[src/rtl/lsu_bus_if.sv]
`default_nettype none
// ============================================================================
// lsu_bus_if : core request/response and memory-controller bus bundle
// Rev 1.0
// ============================================================================
interface lsu_bus_if #(
   parameter int DMEM_AW = 13
);
   // core side
   logic               i_req;
   logic               o_ready;
   logic               i_wren;
   logic [2:0]         i_func3;
   logic [31:0]        i_addr;
   logic [31:0]        i_st_data;
   logic               o_done;
   logic [31:0]        o_ld_data;
   logic [1:0]         o_err;
   // memory-controller side
   logic               o_mem_req;
   logic               o_mem_we;
   logic [DMEM_AW-1:0] o_mem_addr;
   logic [31:0]        o_mem_wdata;
   logic [3:0]         o_mem_bmask;
   logic               i_mem_ack;
   logic [31:0]        i_mem_rdata;

   modport slave (
      input  i_req, i_wren, i_func3, i_addr, i_st_data, i_mem_ack, i_mem_rdata,
      output o_ready, o_done, o_ld_data, o_err,
             o_mem_req, o_mem_we, o_mem_addr, o_mem_wdata, o_mem_bmask
   );

   modport master (
      output i_req, i_wren, i_func3, i_addr, i_st_data, i_mem_ack, i_mem_rdata,
      input  o_ready, o_done, o_ld_data, o_err,
             o_mem_req, o_mem_we, o_mem_addr, o_mem_wdata, o_mem_bmask
   );
endinterface
`default_nettype wire

[src/rtl/lsu_bus.sv]
`default_nettype none
// ============================================================================
// lsu_bus : load/store unit routing core accesses to data memory, output
//           peripheral registers and synchronised input registers
// Rev 1.0
// ============================================================================
module lsu_bus #(
   parameter logic [31:0] DMEM_BASE = 32'h0000_2000,
   parameter int          DMEM_AW   = 13,
   parameter int          NUM_HEX   = 8,
   parameter int          BTN_W     = 4,
   parameter int          TIMEOUT   = 255
) (
   input  logic                 i_clk,
   input  logic                 i_rst_n,
   lsu_bus_if.slave             bus,
   input  logic [31:0]          i_io_sw,
   input  logic [BTN_W-1:0]     i_io_btn,
   output logic [31:0]          o_io_ledr,
   output logic [31:0]          o_io_ledg,
   output logic [31:0]          o_io_lcd,
   output logic [7*NUM_HEX-1:0] o_io_hex
);
   localparam int CNT_W = (TIMEOUT < 2) ? 1 : $clog2(TIMEOUT);

   typedef enum logic [1:0] {
      S_IDLE = 2'd0,
      S_MEM  = 2'd1,
      S_DONE = 2'd2
   } state_t;

   state_t               state_q, state_d;
   logic [CNT_W-1:0]     cnt_q, cnt_d;
   logic                 ready_q, ready_d;
   logic                 done_q, done_d;
   logic [31:0]          ld_data_q, ld_data_d;
   logic [1:0]           err_q, err_d;
   logic                 mem_req_q, mem_req_d;
   logic                 mem_we_q, mem_we_d;
   logic [DMEM_AW-1:0]   mem_addr_q, mem_addr_d;
   logic [31:0]          mem_wdata_q, mem_wdata_d;
   logic [3:0]           mem_bmask_q, mem_bmask_d;
   logic [5:0]           addr_q, addr_d;
   logic [2:0]           func3_q, func3_d;
   logic                 wren_q, wren_d;
   logic                 out_wr_q, out_wr_d;
   logic [31:0]          wdata_q, wdata_d;
   logic [3:0]           bmask_q, bmask_d;
   logic [31:0]          ledr_q, ledr_d, ledg_q, ledg_d, lcd_q, lcd_d;
   logic [7*NUM_HEX-1:0] hex_q, hex_d;
   logic [31:0]          sw_s1_q, sw_s2_q;
   logic [BTN_W-1:0]     btn_s1_q, btn_s2_q;

   logic [1:0]  size, lane, dec_err;
   logic        illegal, misal, hit_mem, hit_out, hit_in;
   logic [3:0]  req_mask;
   logic [31:0] req_wdata, io_word;
   logic [63:0] hex_rd;
   logic [55:0] hex_pad, hex_pad_d;

   function automatic logic [31:0] ld_extract(input logic [31:0] word,
                                              input logic [1:0]  ln,
                                              input logic [2:0]  f3);
      logic [31:0] s;
      s = word >> {ln, 3'b000};
      case (f3[1:0])
         2'b00:   ld_extract = f3[2] ? {24'd0, s[7:0]}  : {{24{s[7]}}, s[7:0]};
         2'b01:   ld_extract = f3[2] ? {16'd0, s[15:0]} : {{16{s[15]}}, s[15:0]};
         default: ld_extract = s;
      endcase
   endfunction

   // Request decode: size/alignment legality, region hit, lane mask and replicated data
   always_comb begin
      size    = bus.i_func3[1:0];
      lane    = bus.i_addr[1:0];
      illegal = (bus.i_func3 == 3'b011) || (bus.i_func3[2:1] == 2'b11) ||
                (bus.i_wren && bus.i_func3[2]);
      misal   = ((size == 2'b01) && lane[0]) || ((size == 2'b10) && (lane != 2'b00));
      dec_err = illegal ? 2'b11 : (misal ? 2'b01 : 2'b00);
      hit_mem = (bus.i_addr[31:DMEM_AW] == DMEM_BASE[31:DMEM_AW]);
      hit_out = (bus.i_addr[31:6] == 26'h00001C0);
      hit_in  = (bus.i_addr[31:5] == 27'h00003C0);
      case (size)
         2'b00: begin
            req_mask  = 4'b0001 << lane;
            req_wdata = {4{bus.i_st_data[7:0]}};
         end
         2'b01: begin
            req_mask  = 4'b0011 << lane;
            req_wdata = {2{bus.i_st_data[15:0]}};
         end
         default: begin
            req_mask  = 4'hF;
            req_wdata = bus.i_st_data;
         end
      endcase
   end

   // HEX digits padded to eight so every byte slot has a fixed position
   assign hex_pad = 56'(hex_q);
   assign hex_d   = hex_pad_d[7*NUM_HEX-1:0];

   always_comb begin
      for (int k = 0; k < 8; k++) begin
         hex_rd[8*k +: 8] = {1'b0, hex_pad[7*k +: 7]};
      end
      io_word = '0;
      if (hit_out) begin
         case (bus.i_addr[5:2])
            4'h0:    io_word = ledr_q;
            4'h4:    io_word = ledg_q;
            4'h8:    io_word = hex_rd[31:0];
            4'h9:    io_word = hex_rd[63:32];
            4'hC:    io_word = lcd_q;
            default: io_word = '0;
         endcase
      end else if (hit_in) begin
         case (bus.i_addr[4:2])
            3'd0:    io_word = sw_s2_q;
            3'd4:    io_word = 32'(btn_s2_q);
            default: io_word = '0;
         endcase
      end
   end

   always_comb begin
      state_d     = state_q;
      cnt_d       = cnt_q;
      ready_d     = ready_q;
      done_d      = 1'b0;
      ld_data_d   = '0;
      err_d       = 2'b00;
      mem_req_d   = mem_req_q;
      mem_we_d    = mem_we_q;
      mem_addr_d  = mem_addr_q;
      mem_wdata_d = mem_wdata_q;
      mem_bmask_d = mem_bmask_q;
      addr_d      = addr_q;
      func3_d     = func3_q;
      wren_d      = wren_q;
      out_wr_d    = out_wr_q;
      wdata_d     = wdata_q;
      bmask_d     = bmask_q;
      ledr_d      = ledr_q;
      ledg_d      = ledg_q;
      lcd_d       = lcd_q;
      hex_pad_d   = hex_pad;
      case (state_q)
         S_IDLE: begin
            if (bus.i_req) begin
               addr_d   = bus.i_addr[5:0];
               func3_d  = bus.i_func3;
               wren_d   = bus.i_wren;
               wdata_d  = req_wdata;
               bmask_d  = req_mask;
               out_wr_d = bus.i_wren && (dec_err == 2'b00) && hit_out;
               ready_d  = 1'b0;
               if ((dec_err == 2'b00) && hit_mem) begin
                  state_d     = S_MEM;
                  cnt_d       = '0;
                  mem_req_d   = 1'b1;
                  mem_we_d    = bus.i_wren;
                  mem_addr_d  = {bus.i_addr[DMEM_AW-1:2], 2'b00};
                  mem_wdata_d = req_wdata;
                  mem_bmask_d = req_mask;
               end else begin
                  state_d = S_DONE;
                  done_d  = 1'b1;
                  err_d   = dec_err;
                  if ((dec_err == 2'b00) && !bus.i_wren) begin
                     ld_data_d = ld_extract(io_word, lane, bus.i_func3);
                  end
               end
            end
         end
         S_MEM: begin
            if (bus.i_mem_ack || (cnt_q == CNT_W'(TIMEOUT - 1))) begin
               state_d     = S_DONE;
               done_d      = 1'b1;
               mem_req_d   = 1'b0;
               mem_we_d    = 1'b0;
               mem_addr_d  = '0;
               mem_wdata_d = '0;
               mem_bmask_d = '0;
               // an ack on the final allowed cycle still counts as success
               if (bus.i_mem_ack) begin
                  if (!wren_q) ld_data_d = ld_extract(bus.i_mem_rdata, addr_q[1:0], func3_q);
               end else begin
                  err_d = 2'b10;
               end
            end else begin
               cnt_d = cnt_q + CNT_W'(1);
            end
         end
         S_DONE: begin
            state_d  = S_IDLE;
            ready_d  = 1'b1;
            out_wr_d = 1'b0;
            if (out_wr_q) begin
               for (int i = 0; i < 4; i++) begin
                  if (bmask_q[i]) begin
                     case (addr_q[5:2])
                        4'h0: ledr_d[8*i +: 8] = wdata_q[8*i +: 8];
                        4'h4: ledg_d[8*i +: 8] = wdata_q[8*i +: 8];
                        4'hC: lcd_d[8*i +: 8]  = wdata_q[8*i +: 8];
                        4'h8, 4'h9: hex_pad_d[7*(4*int'(addr_q[2]) + i) +: 7] = wdata_q[8*i +: 7];
                        default: ;
                     endcase
                  end
               end
            end
         end
         default: begin
            state_d = S_IDLE;
            ready_d = 1'b1;
         end
      endcase
   end

   always_ff @(posedge i_clk or negedge i_rst_n) begin
      if (!i_rst_n) begin
         state_q     <= S_IDLE;
         cnt_q       <= '0;
         ready_q     <= 1'b1;
         done_q      <= 1'b0;
         ld_data_q   <= '0;
         err_q       <= 2'b00;
         mem_req_q   <= 1'b0;
         mem_we_q    <= 1'b0;
         mem_addr_q  <= '0;
         mem_wdata_q <= '0;
         mem_bmask_q <= '0;
         addr_q      <= '0;
         func3_q     <= '0;
         wren_q      <= 1'b0;
         out_wr_q    <= 1'b0;
         wdata_q     <= '0;
         bmask_q     <= '0;
         ledr_q      <= '0;
         ledg_q      <= '0;
         lcd_q       <= '0;
         hex_q       <= '0;
         sw_s1_q     <= '0;
         sw_s2_q     <= '0;
         btn_s1_q    <= '0;
         btn_s2_q    <= '0;
      end else begin
         state_q     <= state_d;
         cnt_q       <= cnt_d;
         ready_q     <= ready_d;
         done_q      <= done_d;
         ld_data_q   <= ld_data_d;
         err_q       <= err_d;
         mem_req_q   <= mem_req_d;
         mem_we_q    <= mem_we_d;
         mem_addr_q  <= mem_addr_d;
         mem_wdata_q <= mem_wdata_d;
         mem_bmask_q <= mem_bmask_d;
         addr_q      <= addr_d;
         func3_q     <= func3_d;
         wren_q      <= wren_d;
         out_wr_q    <= out_wr_d;
         wdata_q     <= wdata_d;
         bmask_q     <= bmask_d;
         ledr_q      <= ledr_d;
         ledg_q      <= ledg_d;
         lcd_q       <= lcd_d;
         hex_q       <= hex_d;
         sw_s1_q     <= i_io_sw;
         sw_s2_q     <= sw_s1_q;
         btn_s1_q    <= i_io_btn;
         btn_s2_q    <= btn_s1_q;
      end
   end

   assign bus.o_ready     = ready_q;
   assign bus.o_done      = done_q;
   assign bus.o_ld_data   = ld_data_q;
   assign bus.o_err       = err_q;
   assign bus.o_mem_req   = mem_req_q;
   assign bus.o_mem_we    = mem_we_q;
   assign bus.o_mem_addr  = mem_addr_q;
   assign bus.o_mem_wdata = mem_wdata_q;
   assign bus.o_mem_bmask = mem_bmask_q;
   assign o_io_ledr       = ledr_q;
   assign o_io_ledg       = ledg_q;
   assign o_io_lcd        = lcd_q;
   assign o_io_hex        = hex_q;
endmodule
`default_nettype wire
[src/flat_wrapper.sv]
// flat-port wrapper written by rule: the top's interface ports become plain ports
module lsu_bus_flat 
#(
   parameter logic [31:0] DMEM_BASE = 32'h0000_2000,
   parameter int          DMEM_AW   = 13,
   parameter int          NUM_HEX   = 8,
   parameter int          BTN_W     = 4,
   parameter int          TIMEOUT   = 255
)
  (i_clk, i_rst_n, i_io_sw, i_io_btn, o_io_ledr, o_io_ledg, o_io_lcd, o_io_hex, bus_i_req, bus_i_wren, bus_i_func3, bus_i_addr, bus_i_st_data, bus_i_mem_ack, bus_i_mem_rdata, bus_o_ready, bus_o_done, bus_o_ld_data, bus_o_err, bus_o_mem_req, bus_o_mem_we, bus_o_mem_addr, bus_o_mem_wdata, bus_o_mem_bmask);
  lsu_bus_if #(.DMEM_AW(DMEM_AW)) bus_i ();
  input  logic i_clk;
  input  logic i_rst_n;
  input  logic [31:0] i_io_sw;
  input  logic [BTN_W-1:0] i_io_btn;
  output logic [31:0] o_io_ledr;
  output logic [31:0] o_io_ledg;
  output logic [31:0] o_io_lcd;
  output logic [7*NUM_HEX-1:0] o_io_hex;
  input wire logic [$bits(bus_i.i_req)-1:0] bus_i_req;
  input wire logic [$bits(bus_i.i_wren)-1:0] bus_i_wren;
  input wire logic [$bits(bus_i.i_func3)-1:0] bus_i_func3;
  input wire logic [$bits(bus_i.i_addr)-1:0] bus_i_addr;
  input wire logic [$bits(bus_i.i_st_data)-1:0] bus_i_st_data;
  input wire logic [$bits(bus_i.i_mem_ack)-1:0] bus_i_mem_ack;
  input wire logic [$bits(bus_i.i_mem_rdata)-1:0] bus_i_mem_rdata;
  output wire logic [$bits(bus_i.o_ready)-1:0] bus_o_ready;
  output wire logic [$bits(bus_i.o_done)-1:0] bus_o_done;
  output wire logic [$bits(bus_i.o_ld_data)-1:0] bus_o_ld_data;
  output wire logic [$bits(bus_i.o_err)-1:0] bus_o_err;
  output wire logic [$bits(bus_i.o_mem_req)-1:0] bus_o_mem_req;
  output wire logic [$bits(bus_i.o_mem_we)-1:0] bus_o_mem_we;
  output wire logic [$bits(bus_i.o_mem_addr)-1:0] bus_o_mem_addr;
  output wire logic [$bits(bus_i.o_mem_wdata)-1:0] bus_o_mem_wdata;
  output wire logic [$bits(bus_i.o_mem_bmask)-1:0] bus_o_mem_bmask;
  assign bus_i.i_req = bus_i_req;
  assign bus_i.i_wren = bus_i_wren;
  assign bus_i.i_func3 = bus_i_func3;
  assign bus_i.i_addr = bus_i_addr;
  assign bus_i.i_st_data = bus_i_st_data;
  assign bus_i.i_mem_ack = bus_i_mem_ack;
  assign bus_i.i_mem_rdata = bus_i_mem_rdata;
  assign bus_o_ready = bus_i.o_ready;
  assign bus_o_done = bus_i.o_done;
  assign bus_o_ld_data = bus_i.o_ld_data;
  assign bus_o_err = bus_i.o_err;
  assign bus_o_mem_req = bus_i.o_mem_req;
  assign bus_o_mem_we = bus_i.o_mem_we;
  assign bus_o_mem_addr = bus_i.o_mem_addr;
  assign bus_o_mem_wdata = bus_i.o_mem_wdata;
  assign bus_o_mem_bmask = bus_i.o_mem_bmask;
  lsu_bus #(.DMEM_BASE(DMEM_BASE), .DMEM_AW(DMEM_AW), .NUM_HEX(NUM_HEX), .BTN_W(BTN_W), .TIMEOUT(TIMEOUT)) u_core (.i_clk(i_clk), .i_rst_n(i_rst_n), .bus(bus_i), .i_io_sw(i_io_sw), .i_io_btn(i_io_btn), .o_io_ledr(o_io_ledr), .o_io_ledg(o_io_ledg), .o_io_lcd(o_io_lcd), .o_io_hex(o_io_hex));
endmodule
[config.mk]
export PLATFORM = sky130hd
export DESIGN_NAME = lsu_bus_flat
export DESIGN_NICKNAME = d
export VERILOG_FILES = /design/src/rtl/lsu_bus_if.sv /design/src/rtl/lsu_bus.sv /design/src/flat_wrapper.sv
export SDC_FILE = /design/constraint.sdc
export NUM_CORES = 1
export LEC_CHECK = 0
export CORE_AREA = 4 4 183 185
export CTS_BUF_LIST = sky130_fd_sc_hd__clkbuf_4
export DETAILED_ROUTE_END_ITERATION = 16
export DIE_AREA = 0 0 187 189
export PLACE_DENSITY = 0.8
export SLEW_MARGIN = 20
export SYNTH_ARGS = -nofsm -noshare
export SYNTH_HDL_FRONTEND = slang
export SYNTH_SLANG_ARGS = --single-unit
[constraint.sdc]
create_clock -name i_clk -period 3.02 [get_ports i_clk]
set_input_delay 0.302 -clock i_clk [delete_from_list [all_inputs] [get_ports i_clk]]
set_output_delay 0.302 -clock i_clk [all_outputs]
set_load 0.005 [all_outputs]
==> results of run 1 <==
## per-layer routing
layer  global-route usage [%]  share of wire, %  wire length, um
met3                     8.65               9.5             5340
met1                     40.7                39            22100
met2                     50.8                48            27200
met4                     9.84               2.8             1550
met5                        0                 0                0
## flip-flops by register name (all words and copies together), names as in the netlist, 6 cells and up, named ones only
register / count
u_core.o_io_hex: 46
u_core.bus.o_ld_data: 32
u_core.bus.o_mem_wdata: 32
u_core.o_io_lcd: 32
u_core.o_io_ledg: 32
u_core.o_io_ledr: 32
u_core.sw_s1_q: 32
u_core.sw_s2_q: 32
u_core.wdata_q: 32
u_core.bus.o_mem_addr: 11
u_core.cnt_q: 8
u_core.addr_q: 6
## metrics by stage
step	cell area, um^2	hold slack [ns]	utilization (%)
after floorplan	15800	0.00641	-
after global placement	20700	0.281	64.5
after detailed placement	20700	0.283	64.5
after CTS	21900	0.00167	68.5
after global routing	22000	-0.00450	68.6
final	22000	0.0506	68.6
## placed cells by master (no fill, tap or decap), types with 4 or more instances in the layout
master	n
a211oi_1	6
a21oi_1	74
a221oi_1	7
a22o_1	35
a22oi_1	60
a32oi_1	9
and3_1	11
and4_1	4
buf_12	12
buf_4	93
clkbuf_4	137
clkdlybuf4s50_1	374
clkinv_1	15
dfrtp_1	365
dlygate4sd3_1	15
mux2_2	172
mux2i_1	40
nand2_1	173
nand2b_1	4
nand3_1	41
nand4_1	10
nor2_1	59
nor2b_1	13
nor3_1	8
nor3b_1	4
nor4_1	6
o21ai_0	70
o22ai_1	6
o2bb2ai_1	16
o31ai_1	4
xor2_1	6
## worst reg2reg max path, cell delays in order, from the launching register on
cell and delay (ns):
dfrtp_1 0.47, nor2b_1 0.55, nand2_1 0.10, nor2_1 0.25, and3_1 0.59, mux2_2 0.41
## power groups by stage
stage	clock network [mW]	logic, mW	registers (mW)
finish	4.12	0.966	5.22
global route	4.47	1.05	5.23
CTS	4.20	0.957	5.22
detailed placement	0	0.941	5.31
global placement	0	0.927	5.30
floorplan	0	0.421	5.22
## cell type report
type	instances	area share, %
Inverter	1	0.0171
Timing Repair Buffer	496	22.1
Antenna cell	2	0.0228
Clock inverter	24	0.552
Tap cell	408	2.32
Sequential cell	366	41.7
Clock buffer	137	4.68
Multi-Input combinational cell	893	28.6
## worst max path at each step
stage / cells past startpoint / start / slack [ns] / end
after floorplan: 7 / bus_i_addr[17] / 0.32 / u_core.bus.o_ld_data[2]
after global placement: 9 / bus_i_addr[17] / -0.15 / u_core.bus.o_ld_data[2]
after detailed placement: 9 / bus_i_addr[17] / -0.20 / u_core.bus.o_ld_data[6]
after CTS: 9 / bus_i_addr[17] / 0.56 / u_core.bus.o_ld_data[6]
after global routing: 5 / u_core.state_q[1] / 0.38 / u_core.o_io_ledr[7]
final: 9 / bus_i_addr[17] / 0.48 / u_core.bus.o_ld_data[6]
## timing repair
item                       in CTS  in global routing
hold buffers                   12                  3
setup endpoints to repair       0                  0
setup buffers                   0                  0
hold endpoints to repair      221                  3
## cell families after synthesis
family | count (synthesis)
xor+xnor | 6
mux | 212
other cells | 1
fa+ha+maj | 2
simple gates | 366
flops | 366
compound gates | 305
buf+inv | 88
==> impl_metrics.toml, run 1 <==
[flow_run]
drv_cap = 0

[clock_network]
cts_buffers = 93
cts-root-buf = "clkbuf_4"
ctsResizeCount = 0
clockBufferDepth = 3
clk_pin_slew_ns = 0.07
cts_tree = "yes"
clkLatencyLatePin_ns = 0.73
cts-htree-levels = 3
cts.sinks = 366

[route]
first_pass_iters = 6
detail-route-antenna-nets = 0
wl_um = 56200
via_count = 13615
first_iter_violations = 1175
viasPerCell = 5.85
wl_per_cell_um = 24.1
route.detailed.drc = 0

[setup_path]
cp_top_family = "simple AND/OR/NAND/NOR gates"
required_ns = 3.67
critPathKind = "in -> reg"
max_stage_delay_ns = 0.56
r2r-start = "u_core.state_q[1]"
crit_buf_inv = 2
critical_path_arrival_ns = 3.19
worst_setup_path_end_kind = "flip-flop"
cp_max_fo = 9
slowest_stage = "or4_4"
r2r_slack_ns = 0.53
r2r_cells = 5
timing.rr.end = "u_core.o_io_ledr[4]"
crit_chain = "clkdlybuf4s50_1 > or4_4 > or4_4 > nor4_4 > buf_4 > a32oi_1 > a22o_1 > a221oi_1 > a22o_1"
cp-start-kind = "input port"

[yosys]
synthCells = 1346
yosys.area.top_type_share_pct = 57.7
yosysTopAreaCell = "dfrtp_1"
synth_area_leaders = "dfrtp_1 (58%), mux2_2 (12%), nand2_1 (4.1%)"
synth-xor-area-share_pct = 0.332
synth_top_family_by_area = "multiplexers"
synth_compound_area_share_pct = 12.8
synth_seq_cells = 366
synth_area_um2 = 15800
synth.most_common_cell = "dfrtp_1"
ys_warn_count = 0
synthSimpleGateAreaFrac_pct = 11.3
synthAdderAreaFrac_pct = 0.158
ys_seq_area_share_pct = 57.9
synth_edf_count = 0
synthFlopType = "dfrtp_1"
synth.area.mux_share_pct = 14.8
synthTopCellsByCount = "dfrtp_1 (365), nand2_1 (173), mux2_2 (172)"
syn-mean-instance-area_um2 = 11.8
synthArstFlopShare_pct = 100
synth.distinct_cells = 66

[die]
die_height_um = 189
die_x_um = 187
fp-row-count = 66
dieArea_um2 = 35300
coreArea_um2 = 32000
start_util_pct = 49.4
io_pins = 379

[power_and_ir_drop]
power_density_nw_per_um2 = 469
power_frac_comb_pct = 9.4
p_clk_share_pct = 40.0
p_total_mw = 10.3
internal-power_mw = 7.56
pwr-share-seq_pct = 50.6
swShare_pct = 26.7
p_sw_mw = 2.75
p_leak_nw = 10.0
peakVddDrop_mv = 0.285

[min_path]
min_path_type = "in -> reg"
hp-start = "i_io_sw[15]"
min_to = "u_core.sw_s1_q[15]"
worstHoldPathCells = 1

[timing]
setup_viol = 0
tightest_slew_ns = 1.03
fmax_mhz = 394
report.final.slew_viol_count = 0
clock_skew_ns = 0.0459
grt_setup_unrepaired = "false"
post-route-period-util_pct = 84.0
hold_violations = 0
post-route-min-period_ns = 2.54
relSlewSlack_pct = 31.3
fin_ws_ns = 0.482
setup_tns_ns = 0

[cells_and_area]
seq_area_um2 = 9160
fillers = 2388
fin_nets = 1993
area_growth_pct = 38.9
fin_cells = 2327
drive_above_1_share_pct = 23.5
multi_input_area_um2 = 6290

[place]
place_hpwl_um = 42000
place_congestion = 0.929
pre_cts_ws_ns = -0.205
dp.cells = 2149
portBuffers = 376

[grt]
grt_pass1_wl_um = 85000
grt.overflow.total = 0
grt_max_degree = 69
grtUsageTotal_pct = 31.0
grt_pass1_vias = 14061
antenna_found_initial = 3

[outcome]
status = "completed"
(Power assumes the default switching activity.)
==> run 2: changes to the inputs <==
- CORE_AREA: 4 4 183 185 -> 4 4 189 191
- DIE_AREA: 0 0 187 189 -> 0 0 193 195
- PLACE_DENSITY: 0.8 -> 0.79
- clock period: 3.02 -> 2.04 ns (I/O delays scaled with it)
==> impl_metrics.toml, run 2 (synthesized netlist as in run 1, its figures left out) <==
[die]
start_util_pct = 46.4
dieArea_um2 = 37600
fp-row-count = 68
coreArea_um2 = 34100
die_x_um = 193
io_pins = 379
die_height_um = 195

[power_and_ir_drop]
pwr-share-seq_pct = 49.7
p_leak_nw = 10.7
swShare_pct = 27.2
power_frac_comb_pct = 10.4
p_clk_share_pct = 39.9
p_sw_mw = 4.23
peakVddDrop_mv = 0.392
power_density_nw_per_um2 = 669
internal-power_mw = 11.3
p_total_mw = 15.6

[flow_run]
drv_cap = 0

[route]
viasPerCell = 5.74
route.detailed.drc = 0
wl_um = 60800
first_iter_violations = 1069
detail-route-antenna-nets = 0
first_pass_iters = 7
wl_per_cell_um = 24.6
via_count = 14205

[cells_and_area]
most-common-layout-cells = "clkdlybuf4s50_1 (365), dfrtp_1 (363), nand2_1 (172), mux2_2 (169), buf_4 (161)"
largest_register_ffs = 46
seq_area_um2 = 9160
final_common_cell = "clkdlybuf4s50_1"
multi_input_area_um2 = 6540
fillers = 2508
fin_nets = 2097
fin_cells = 2474
drive_above_1_share_pct = 27.1
area_growth_pct = 47.0

[place]
pre_cts_ws_ns = -1.12
place_hpwl_um = 44000
portBuffers = 376
place_congestion = 0.954
dp.cells = 2273

[timing]
post-route-min-period_ns = 2.07
hold_violations = 0
setup_tns_ns = -0.0681
tightest_slew_ns = 0.641
setup_viol = 5
clock_skew_ns = 0.0367
fmax_mhz = 483
post-route-period-util_pct = 102
fin_ws_ns = -0.0322
relSlewSlack_pct = 57.3
grt_setup_unrepaired = "true"
report.final.slew_viol_count = 0

[clock_network]
cts_buffers = 92
clockBufferDepth = 3
clkLatencyLatePin_ns = 0.76
cts.sinks = 366
cts-root-buf = "clkbuf_4"
cts_tree = "yes"
clk_pin_slew_ns = 0.07
cts-htree-levels = 3

[outcome]
status = "finished, violations left"
violations = "setup timing"

[min_path]
min_to = "u_core.bus.o_err[0]"
worstHoldPathCells = 4
hp-start = "bus_i_func3[1]"
min_path_type = "in -> reg"

[grt]
grt_pass1_vias = 14953
antenna_found_initial = 2
grt_pass1_wl_um = 90800
grt.overflow.total = 0
grtUsageTotal_pct = 31.7
grt_max_degree = 83

[setup_path]
timing.rr.end = "u_core.bus.o_ld_data[25]"
crit_start = "bus_i_addr[5]"
r2r_slack_ns = 0.01
cp-start-kind = "input port"
r2r_cells = 9
r2r-start = "u_core.o_io_ledg[23]"
critPathKind = "in -> reg"
cp_max_fo = 13
critical_path_arrival_ns = 2.73
worst_setup_path_end_kind = "flip-flop"
required_ns = 2.70
run 2: cell types whose count changed in the layout (fill, tap and decap cells not counted), sizes merged, moves of 2 or more:
cell / before / now
buf: 107 / 190
dlygate4sd3: 15 / 37
clkbuf: 137 / 120
clkinv: 19 / 30
clkdlybuf4s50: 374 / 365
dlymetal6s2s: 0 / 7
bufinv: 0 / 3
inv: 5 / 3
run 2: final cells by class:
| class | instances | area share [%] |
|---|---|---|
| Sequential cell | 366 | 39.4 |
| Multi-Input combinational cell | 893 | 28.1 |
| Clock inverter | 37 | 0.990 |
| Clock buffer | 120 | 3.87 |
| Antenna cell | 1 | 0.0108 |
| Inverter | 1 | 0.0161 |
| Timing Repair Buffer | 601 | 25.2 |
| Tap cell | 455 | 2.45 |
run 2: stage by stage:
step	cell area (um^2)	hold WS [ns]	utilization [%]
2_1_floorplan	16000	-0.0916	-
3_3_place_gp	21500	0.147	63.1
3_5_place_dp	21500	0.146	63.1
4_1_cts	23100	0.0183	67.8
5_1_grt	23300	0.0809	68.2
6_report	23300	0.111	68.2
run 2: routing by layer:
layer / GRT usage (%) / part of all wire [%]
met1: 41.2 / 39
met2: 50.7 / 48
met3: 7.81 / 8.9
met4: 14.1 / 4.1
met5: 0 / 0.016
run 2: critical path, stage by stage:
cell and delay [ns]:
clkdlybuf4s50_1 0.52, buf_12 0.17, nor4bb_4 0.44, buf_4 0.24, a22oi_1 0.08, nand3_1 0.22
a32oi_4 0.16, a22o_1 0.23, a221o_1 0.34, o22ai_1 0.12
run 2: worst max path at each step:
stage / endpoint / slack [ns]
floorplan: u_core.bus.o_ld_data[2] / -0.56
global placement: u_core.bus.o_ld_data[2] / -1.03
detailed placement: u_core.bus.o_ld_data[2] / -1.12
CTS: u_core.bus.o_ld_data[1] / -0.01
global route: u_core.bus.o_ld_data[25] / -0.09
finish: u_core.bus.o_ld_data[1] / -0.03
run 2: power groups by stage:
| stage | logic (mW) | registers [mW] | clock network (mW) |
|---|---|---|---|
| finish | 1.61 | 7.73 | 6.22 |
| global route | 1.74 | 7.74 | 6.73 |
| CTS | 1.60 | 7.72 | 6.27 |
| detailed placement | 1.52 | 7.85 | 0 |
| global placement | 1.50 | 7.84 | 0 |
| floorplan | 0.638 | 7.73 | 0 |
run 2: repair_timing:
action	in CTS	in global routing
hold buffers	38	0
gates cloned	0	0
endpoints found under the hold margin	402	0
pin swaps	15	12
setup buffers	2	3
resized for setup	11	27
endpoints found under the setup margin	24	54
